**src/rtl/pixel_ray_gen.sv**
```systemverilog
// Raster-scan primary-ray source: walks every pixel of a frame and emits an unnormalised
// float32 direction per pixel, tagged with its column/row, on a valid/ready stream.
module pixel_ray_gen #(
  parameter int         H_RES = 320,
  parameter int         V_RES = 180,
  parameter int         FOCAL = 256,
  parameter logic [1:0] SEL   = 2'b11
) (
  input  logic        aclk,
  input  logic        aresetn,
  input  logic        start,
  output logic [95:0] ray_axis_tdata,
  output logic [10:0] hcount_axis_tdata,
  output logic [9:0]  vcount_axis_tdata,
  output logic [1:0]  select_objs,
  output logic        ray_axis_tvalid,
  input  logic        ray_axis_tready,
  output logic        busy,
  output logic        frame_done
);

  localparam int DATA_W = 32;
  localparam int INT_W  = 25;

  // Exact signed-integer to IEEE-754 single conversion; |value| < 2^24 so no rounding.
  function automatic logic [DATA_W-1:0] int_to_f32(input logic signed [INT_W-1:0] i_val);
    logic [INT_W-1:0] mag;
    logic [INT_W-1:0] norm;
    logic [7:0]       exp_b;
    int               lead;
    mag  = i_val[INT_W-1] ? INT_W'(-i_val) : INT_W'(i_val);
    lead = 0;
    for (int k = 0; k < INT_W - 1; k++) begin
      if (mag[k]) lead = k;
    end
    norm  = mag << (INT_W - 2 - lead);
    exp_b = 8'(127 + lead);
    if (mag == '0) return '0;
    return {i_val[INT_W-1], exp_b, norm[INT_W-3:0]};
  endfunction

  localparam logic signed [INT_W-1:0] HALF_H = INT_W'(H_RES / 2);
  localparam logic signed [INT_W-1:0] HALF_V = INT_W'(V_RES / 2);
  localparam logic [10:0]             H_LAST = 11'(H_RES - 1);
  localparam logic [9:0]              V_LAST = 10'(V_RES - 1);
  localparam logic [DATA_W-1:0]       Z_F32  = int_to_f32(INT_W'(-FOCAL));

  typedef enum logic {S_IDLE, S_RUN} state_t;

  state_t      r_state;
  state_t      w_state_nxt;
  logic [10:0] r_h;
  logic [10:0] w_h_nxt;
  logic [9:0]  r_v;
  logic [9:0]  w_v_nxt;
  logic        r_done;
  logic        w_done_nxt;

  logic signed [INT_W-1:0] w_x;
  logic signed [INT_W-1:0] w_y;

  always_ff @(posedge aclk) begin
    if (!aresetn) begin
      r_state <= S_IDLE;
      r_h     <= '0;
      r_v     <= '0;
      r_done  <= 1'b0;
    end else begin
      r_state <= w_state_nxt;
      r_h     <= w_h_nxt;
      r_v     <= w_v_nxt;
      r_done  <= w_done_nxt;
    end
  end

  // Counters move only on a handshake, so the presented pixel stays bit-stable under backpressure.
  always_comb begin
    w_state_nxt = r_state;
    w_h_nxt     = r_h;
    w_v_nxt     = r_v;
    w_done_nxt  = 1'b0;
    unique case (r_state)
      S_IDLE: begin
        if (start) begin
          w_state_nxt = S_RUN;
          w_h_nxt     = '0;
          w_v_nxt     = '0;
        end
      end
      S_RUN: begin
        if (ray_axis_tready) begin
          if (r_h == H_LAST) begin
            w_h_nxt = '0;
            if (r_v == V_LAST) begin
              w_state_nxt = S_IDLE;
              w_v_nxt     = '0;
              w_done_nxt  = 1'b1;
            end else begin
              w_v_nxt = r_v + 10'd1;
            end
          end else begin
            w_h_nxt = r_h + 11'd1;
          end
        end
      end
      default: w_state_nxt = S_IDLE;
    endcase
  end

  assign w_x = $signed({14'd0, r_h}) - HALF_H;
  assign w_y = HALF_V - $signed({15'd0, r_v});

  assign ray_axis_tdata    = {int_to_f32(w_x), int_to_f32(w_y), Z_F32};
  assign hcount_axis_tdata = r_h;
  assign vcount_axis_tdata = r_v;
  assign select_objs       = SEL;
  assign ray_axis_tvalid   = (r_state == S_RUN);
  assign busy              = (r_state == S_RUN);
  assign frame_done        = r_done;

endmodule

```
**config.mk**
```make
export PLATFORM = sky130hd
export DESIGN_NAME = pixel_ray_gen
export DESIGN_NICKNAME = d
export VERILOG_FILES = /design/src/rtl/pixel_ray_gen.sv
export SDC_FILE = /design/constraint.sdc
export NUM_CORES = 1
export LEC_CHECK = 0
export BUFFER_PORTS_ARGS = -buffer_cell sky130_fd_sc_hd__buf_2
export CAP_MARGIN = 20
export CELL_PAD_IN_SITES_DETAIL_PLACEMENT = 1
export CELL_PAD_IN_SITES_GLOBAL_PLACEMENT = 1
export CORE_MARGIN = 4
export CORE_UTILIZATION = 37
export CTS_CLUSTER_SIZE = 8
export DETAILED_ROUTE_END_ITERATION = 12
export HOLD_SLACK_MARGIN = 0.05
export PLACE_DENSITY = 0.88
export SLEW_MARGIN = 20
export SYNTH_ARGS = -nofsm -noshare
export SYNTH_HDL_FRONTEND = slang
export SYNTH_SLANG_ARGS = --single-unit
```
**constraint.sdc**
```tcl
create_clock -name aclk -period 4.2 [get_ports aclk]
set_input_delay 0.21 -clock aclk [delete_from_list [all_inputs] [get_ports aclk]]
set_output_delay 0.21 -clock aclk [all_outputs]
set_load 0.1 [all_outputs]
```
* After elaboration in Yosys (flattened, before gate mapping)
Index checks and enable logic that the tools add are counted.
** Word-level totals
- Input bits :: 4
- Logic and storage cells :: 96
- Register bits after elaboration :: 23
** Cells by class
- Equal/unequal tests :: 5
- Bitwise operators :: 1
- Add/sub/neg operators :: 10
- Mux-type cells :: 69
- Shifts and indexed selects :: 2
- Reduce and logical (&&, ||, !) cells :: 5
** Operator list (number)
- 2-to-1 mux 32 bit :: 48
- left shift 25 x 32 -> 23 bit :: 2
- subtractor 6 x 32 -> 32 bit (first input constant) :: 2
- logical NOT 25 bit :: 2
- 2-to-1 mux 25 bit :: 2
- 2-to-1 mux 10 bit :: 4
- 2-to-1 mux 11 bit :: 3
- negator 11 -> 25 bit :: 1
- negator 12 -> 25 bit :: 1
- case mux 11 bit (2 select lines) :: 1
- case mux 10 bit (2 select lines) :: 1
- adder 8 bit (first input constant) :: 2
- subtractor 11 x 8 -> 12 bit (second input constant) :: 1
- adder 11 x 1 -> 11 bit (second input constant) :: 1
- == test 11 x 9 -> 1 bit (second input constant) :: 1
- subtractor 7 x 10 -> 11 bit (first input constant) :: 1
- adder 10 x 1 -> 10 bit (second input constant) :: 1
- == test 10 x 8 -> 1 bit (second input constant) :: 1
- 2-to-1 mux 1 bit :: 9
- inequality test 2 bit (second input constant) :: 2
- AND reduction 4 bit :: 1
- AND reduction 3 bit :: 1
- inequality test 2 x 1 -> 1 bit (second input constant) :: 1
- case mux 1 bit (2 select lines) :: 1
- 2 further kinds :: 2

* Depth between registers and ports, before layout
- Word-level depth :: 29
- Mapped depth :: 20
- Depth with buffers taken out :: 14

* Worst setup path after synthesis
OpenSTA, ideal clock, no wires.
- Path type :: register to output
- From :: register r_v[2] (netlist: vcount_axis_tdata[2])
- To :: output ray_axis_tdata[58]
- Required time :: 3990 ps
- Stages on the path, launching flop included :: 14
- Arrival time :: 6467 ps
- Path buffers :: 3
- Path slack :: -2477 ps
- Cell sequence :: dfxtp_1 buf_2 inv_1 ha_1 nor2b_4 buf_6 or3_1 buf_2 a211o_1 o311ai_0 a31o_2 and2_0 nand2_1 o41ai_1
** Between the ends
- Word-level cells in the longest chain between the ends :: 27
- Elaborated cells between the ends (all ways) :: 30
- Classes of those cells :: 3 x add/sub; 26 x mux; 1 x reduce/logical
** RTL lines
- from (decl) :: line 54 : logic [9:0] r_v;
- from (signal assigned) :: line 71 : r_v <= w_v_nxt;
- subtractor 7 x 10 -> 11 bit * :: line 111 : assign w_y = HALF_V - $signed({15'd0, r_v});
- negator 11 -> 25 bit or 2-to-1 mux 25 bit (tied branches) :: line 31 : mag = i_val[INT_W-1] ? INT_W'(-i_val) : INT_W'(i_val);
- 2-to-1 mux 25 bit * :: line 31
- 2-to-1 mux 32 bit (22 in series) :: line 34 : if (mag[k]) lead = k;
- adder 8 bit :: line 37 : exp_b = 8'(127 + lead);
- 2-to-1 mux 32 bit * :: line 39 : return {i_val[INT_W-1], exp_b, norm[INT_W-3:0]};
- to (decl) :: line 12 : output logic [95:0] ray_axis_tdata,
Mark *: on every way between the ends. The rest lies on a longest branch, timed or not.

* Worst setup path after layout
- From :: register r_v[0] (netlist: vcount_axis_tdata[0])
- To :: output ray_axis_tdata[37]
** Between the ends
- Word-level cells in the longest chain between the ends :: 29
- Elaborated cells between the ends (all ways) :: 31
- Classes of those cells :: 3 x add/sub; 1 x shift; 26 x mux; 1 x reduce/logical
** RTL lines
- subtractor 7 x 10 -> 11 bit * :: line 111
- negator 11 -> 25 bit :: line 31
- 2-to-1 mux 25 bit * :: line 31
- 2-to-1 mux 1 bit :: line 34
- 2-to-1 mux 32 bit (22 in series) :: line 34
- subtractor 6 x 32 -> 32 bit :: line 36 : norm = mag << (INT_W - 2 - lead);
- left shift 25 x 32 -> 23 bit :: line 36
- 2-to-1 mux 32 bit * :: line 39
Marks and branches as above.

==> flow_summary.ini <==
[sta]
fin_ws_ns = -0.145
tightest_slew_ns = 0.665
drv_slew = 0
setup_viol = 14
fmax_mhz = 230
finalSetupTns_ns = -1.00
fin_crit_sh_pct = 103
period_minus_slack_ns = 4.34
slew_headroom_pct = 55.1
fin_skew_ns = 0.00159
final_hold_viol_count = 0

[global_routing]
track_usage_pct = 24.5
grt_antenna_before_repair = 0
grt_max_degree = 16
grt_pass1_wl_um = 26900
grt_overflow = 0
grt_pass1_vias = 5093

[floorplan]
die_h_um = 115
dieArea_um2 = 13300
placementRows = 38
pin_count = 126
design.core.area_um2 = 11000
initial_core_util_pct = 38.5
die_w_um = 115

[synthesis]
netlist_top_cells_count = nor2_1 (83), nand2_1 (53), buf_4 (49), a21oi_1 (28), nor3_1 (25)
yosysSeqAreaShare_pct = 10.8
synthCells = 609
synth_edf_count = 0
syn_area_per_cell_um2 = 6.97
yosysUniqueCellTypes = 85
post-synth-top-count-cell = nor2_1
synth_top_cell_area_share_pct = 10.8
syn_area_um2 = 4250
synth-seq-cells = 23
ys_warn_count = 0
synth.largest_area_cell = dfxtp_1
ys.flop_type = dfxtp_1
ys_async_sr_fraction_pct = 0
synthTopCellsByArea = dfxtp_1 (11%), buf_4 (8.7%), nor2_1 (7.3%), ha_1 (5.6%), nand2_1 (4.7%)

[critical_path]
worstRegToRegCells = 11
rrSetupSlack_ns = 1.71
crit_required_ns = 3.99
rr_startpoint = hcount_axis_tdata[0]
worstReg2RegEnd = vcount_axis_tdata[7]
cp.arrival_ns = 4.13
crit_fanout = 9
end_kind = output pin
crit_path_start_kind = register
criticalPathCategory = register to output pin

[finish]
antenna_cells = 0
drive_gt1_share_pct = 41.3
fill_cells = 1279
area_growth_pct = 50.3
finalNetCount = 726

[placed_design]
gp_congestion = 0.922
dp_hpwl_um = 12500
port_buffers = 80

[outcome]
violations = setup timing
status = finished with violations

[route]
ant_nets = 0
drt-initial-drc-count = 270
wl_per_cell_um = 21.7
vias = 5061
route.detailed.drc = 0
wl_um = 18300
first_pass_iters = 4
vias_per_cell = 6.01

[power_and_ir_drop]
p_leak_nw = 2.53
worst_ir_drop_vdd_uv = 161
power_density_nw_per_um2 = 159
finalPower_mw = 1.02

[min_path]
hold_end = frame_done
min-delay-start = ray_axis_tready
hold_class = input pin to register
hold_depth = 3

[clock_network]
clkTransAtPathRegs_ns = 0.06
root_buffer = clkbuf_16
cts.sinks = 23
clock_latency_ns = 0.26
cts_tree = done
cts_max_level = 1
cts_buffers = 3
hold_buffers = 0
cts.path.max_buffers = 2

[job]
maxCapViolations = 0
==> metal layers <==
layer / GRT usage (%) / share of wire, % / up-vias
met5: 0 / 0 / -
met4: 8.29 / 3.9 / 0
met3: 2.89 / 5.3 / 59
met2: 45.4 / 54 / 214
met1: 29.0 / 37 / 2505
li1: - / - / 2283
==> kinds of logic (layout without fill, tap and decap cells) <==
| group | after synthesis | in the layout | share of synthesized area [%] |
|---|---|---|---|
| compound gates | 155 | 155 | 26.4 |
| xor+xnor | 27 | 27 | 5.57 |
| fa+ha+maj | 20 | 20 | 5.83 |
| buf+inv | 101 | 145 | 14.8 |
| flops | 23 | 23 | 10.8 |
| mux | 21 | 21 | 5.63 |
| other cells | 2 | 51 | 0.177 |
| simple gates | 260 | 260 | 30.7 |
==> through the flow <==
stage / setup WS (ns) / instances / hold WS, ns / utilization [%] / cell area (um^2)
finish: -0.145 / 842 / 0.224 / 57.9 / 6380
global route: -0.252 / 842 / 0.243 / 57.9 / 6380
CTS: 0.00803 / 827 / 0.220 / 54.6 / 6020
detailed placement: 0.0167 / 818 / 0.492 / 52.7 / 5810
global placement: 0.232 / 818 / 0.479 / 52.7 / 5810
floorplan: -0.282 / 658 / 0.337 / - / 5180
==> critical path, stage by stage (launching register included) <==
cell,delay (ns)
dfxtp_2,0.37
buf_8,0.17
inv_1,0.09
ha_2,0.35
nor2_4,0.15
nand2_2,0.12
a211oi_2,0.26
buf_4,0.17
a211oi_1,0.05
o32ai_1,0.36
a21oi_1,0.20
o21ai_4,0.32
clkinv_4,0.16
mux2i_4,0.22
buf_4,0.16
nand3_1,0.14
a211oi_4,0.34
buf_12,0.21
==> layout by cell type, fill, tap and decap left out, types with 5 or more instances in the layout <==
master	n
inv_1	17
buf_2	41
o21ai_0	20
nor2_1	59
mux2i_1	8
dfxtp_2	12
ha_4	6
dfxtp_4	6
or3_4	5
nor2_4	16
xor2_1	8
and3_1	10
nor2b_1	12
a21oi_1	22
a22oi_1	5
buf_12	37
a211oi_4	5
nor3_2	6
buf_4	37
nand2b_1	6
ha_1	11
conb_1	51
nor3_1	17
mux2_2	5
nand2_1	50
or3_1	5
nand4_1	5
nand3_1	14
dfxtp_1	5
a211oi_1	7
or2_2	8
nor3_4	6
nor2_2	8
xnor2_1	14
o21a_1	7
==> worst max path at each step <==
stage | start | depth (start not counted) | end
floorplan | vcount_axis_tdata[2] | 15 | ray_axis_tdata[53]
global placement | vcount_axis_tdata[1] | 12 | ray_axis_tdata[51]
detailed placement | vcount_axis_tdata[1] | 12 | ray_axis_tdata[51]
CTS | vcount_axis_tdata[2] | 12 | ray_axis_tdata[51]
global route | vcount_axis_tdata[0] | 17 | ray_axis_tdata[37]
finish | vcount_axis_tdata[0] | 17 | ray_axis_tdata[37]
==> where the power goes <==
part	internal [mW]	switching, mW	leakage [nW]
Clock	0.130	0.0815	0.0382
Sequential	0.218	0.00680	0.197
Combinational	0.129	0.452	2.30
Total	0.476	0.541	2.53
==> sequential cells by signal (all words and copies together), names as in the netlist <==
signal and count:
vcount_axis_tdata 10, busy 1, frame_done 1, hcount_axis_tdata 11
==> what timing repair did <==
| action | in CTS | in global routing |
|---|---|---|
| setup endpoints to repair | 24 | 45 |
| buffers inserted | 5 | 15 |
| gates resized for setup | 19 | 43 |
| gates cloned | 0 | 0 |
| pin swaps | 2 | 11 |
==> layout make-up <==
cell class	count	area (um^2)	area share, %
multi-input combinational	534	4260	66.8
clock buffer	4	78.8	1.24
sequential	23	498	7.80
tap	140	175	2.74
timing repair buffer	120	1280	20.0
inverter	21	91.3	1.43
(Power assumes the default switching activity.)
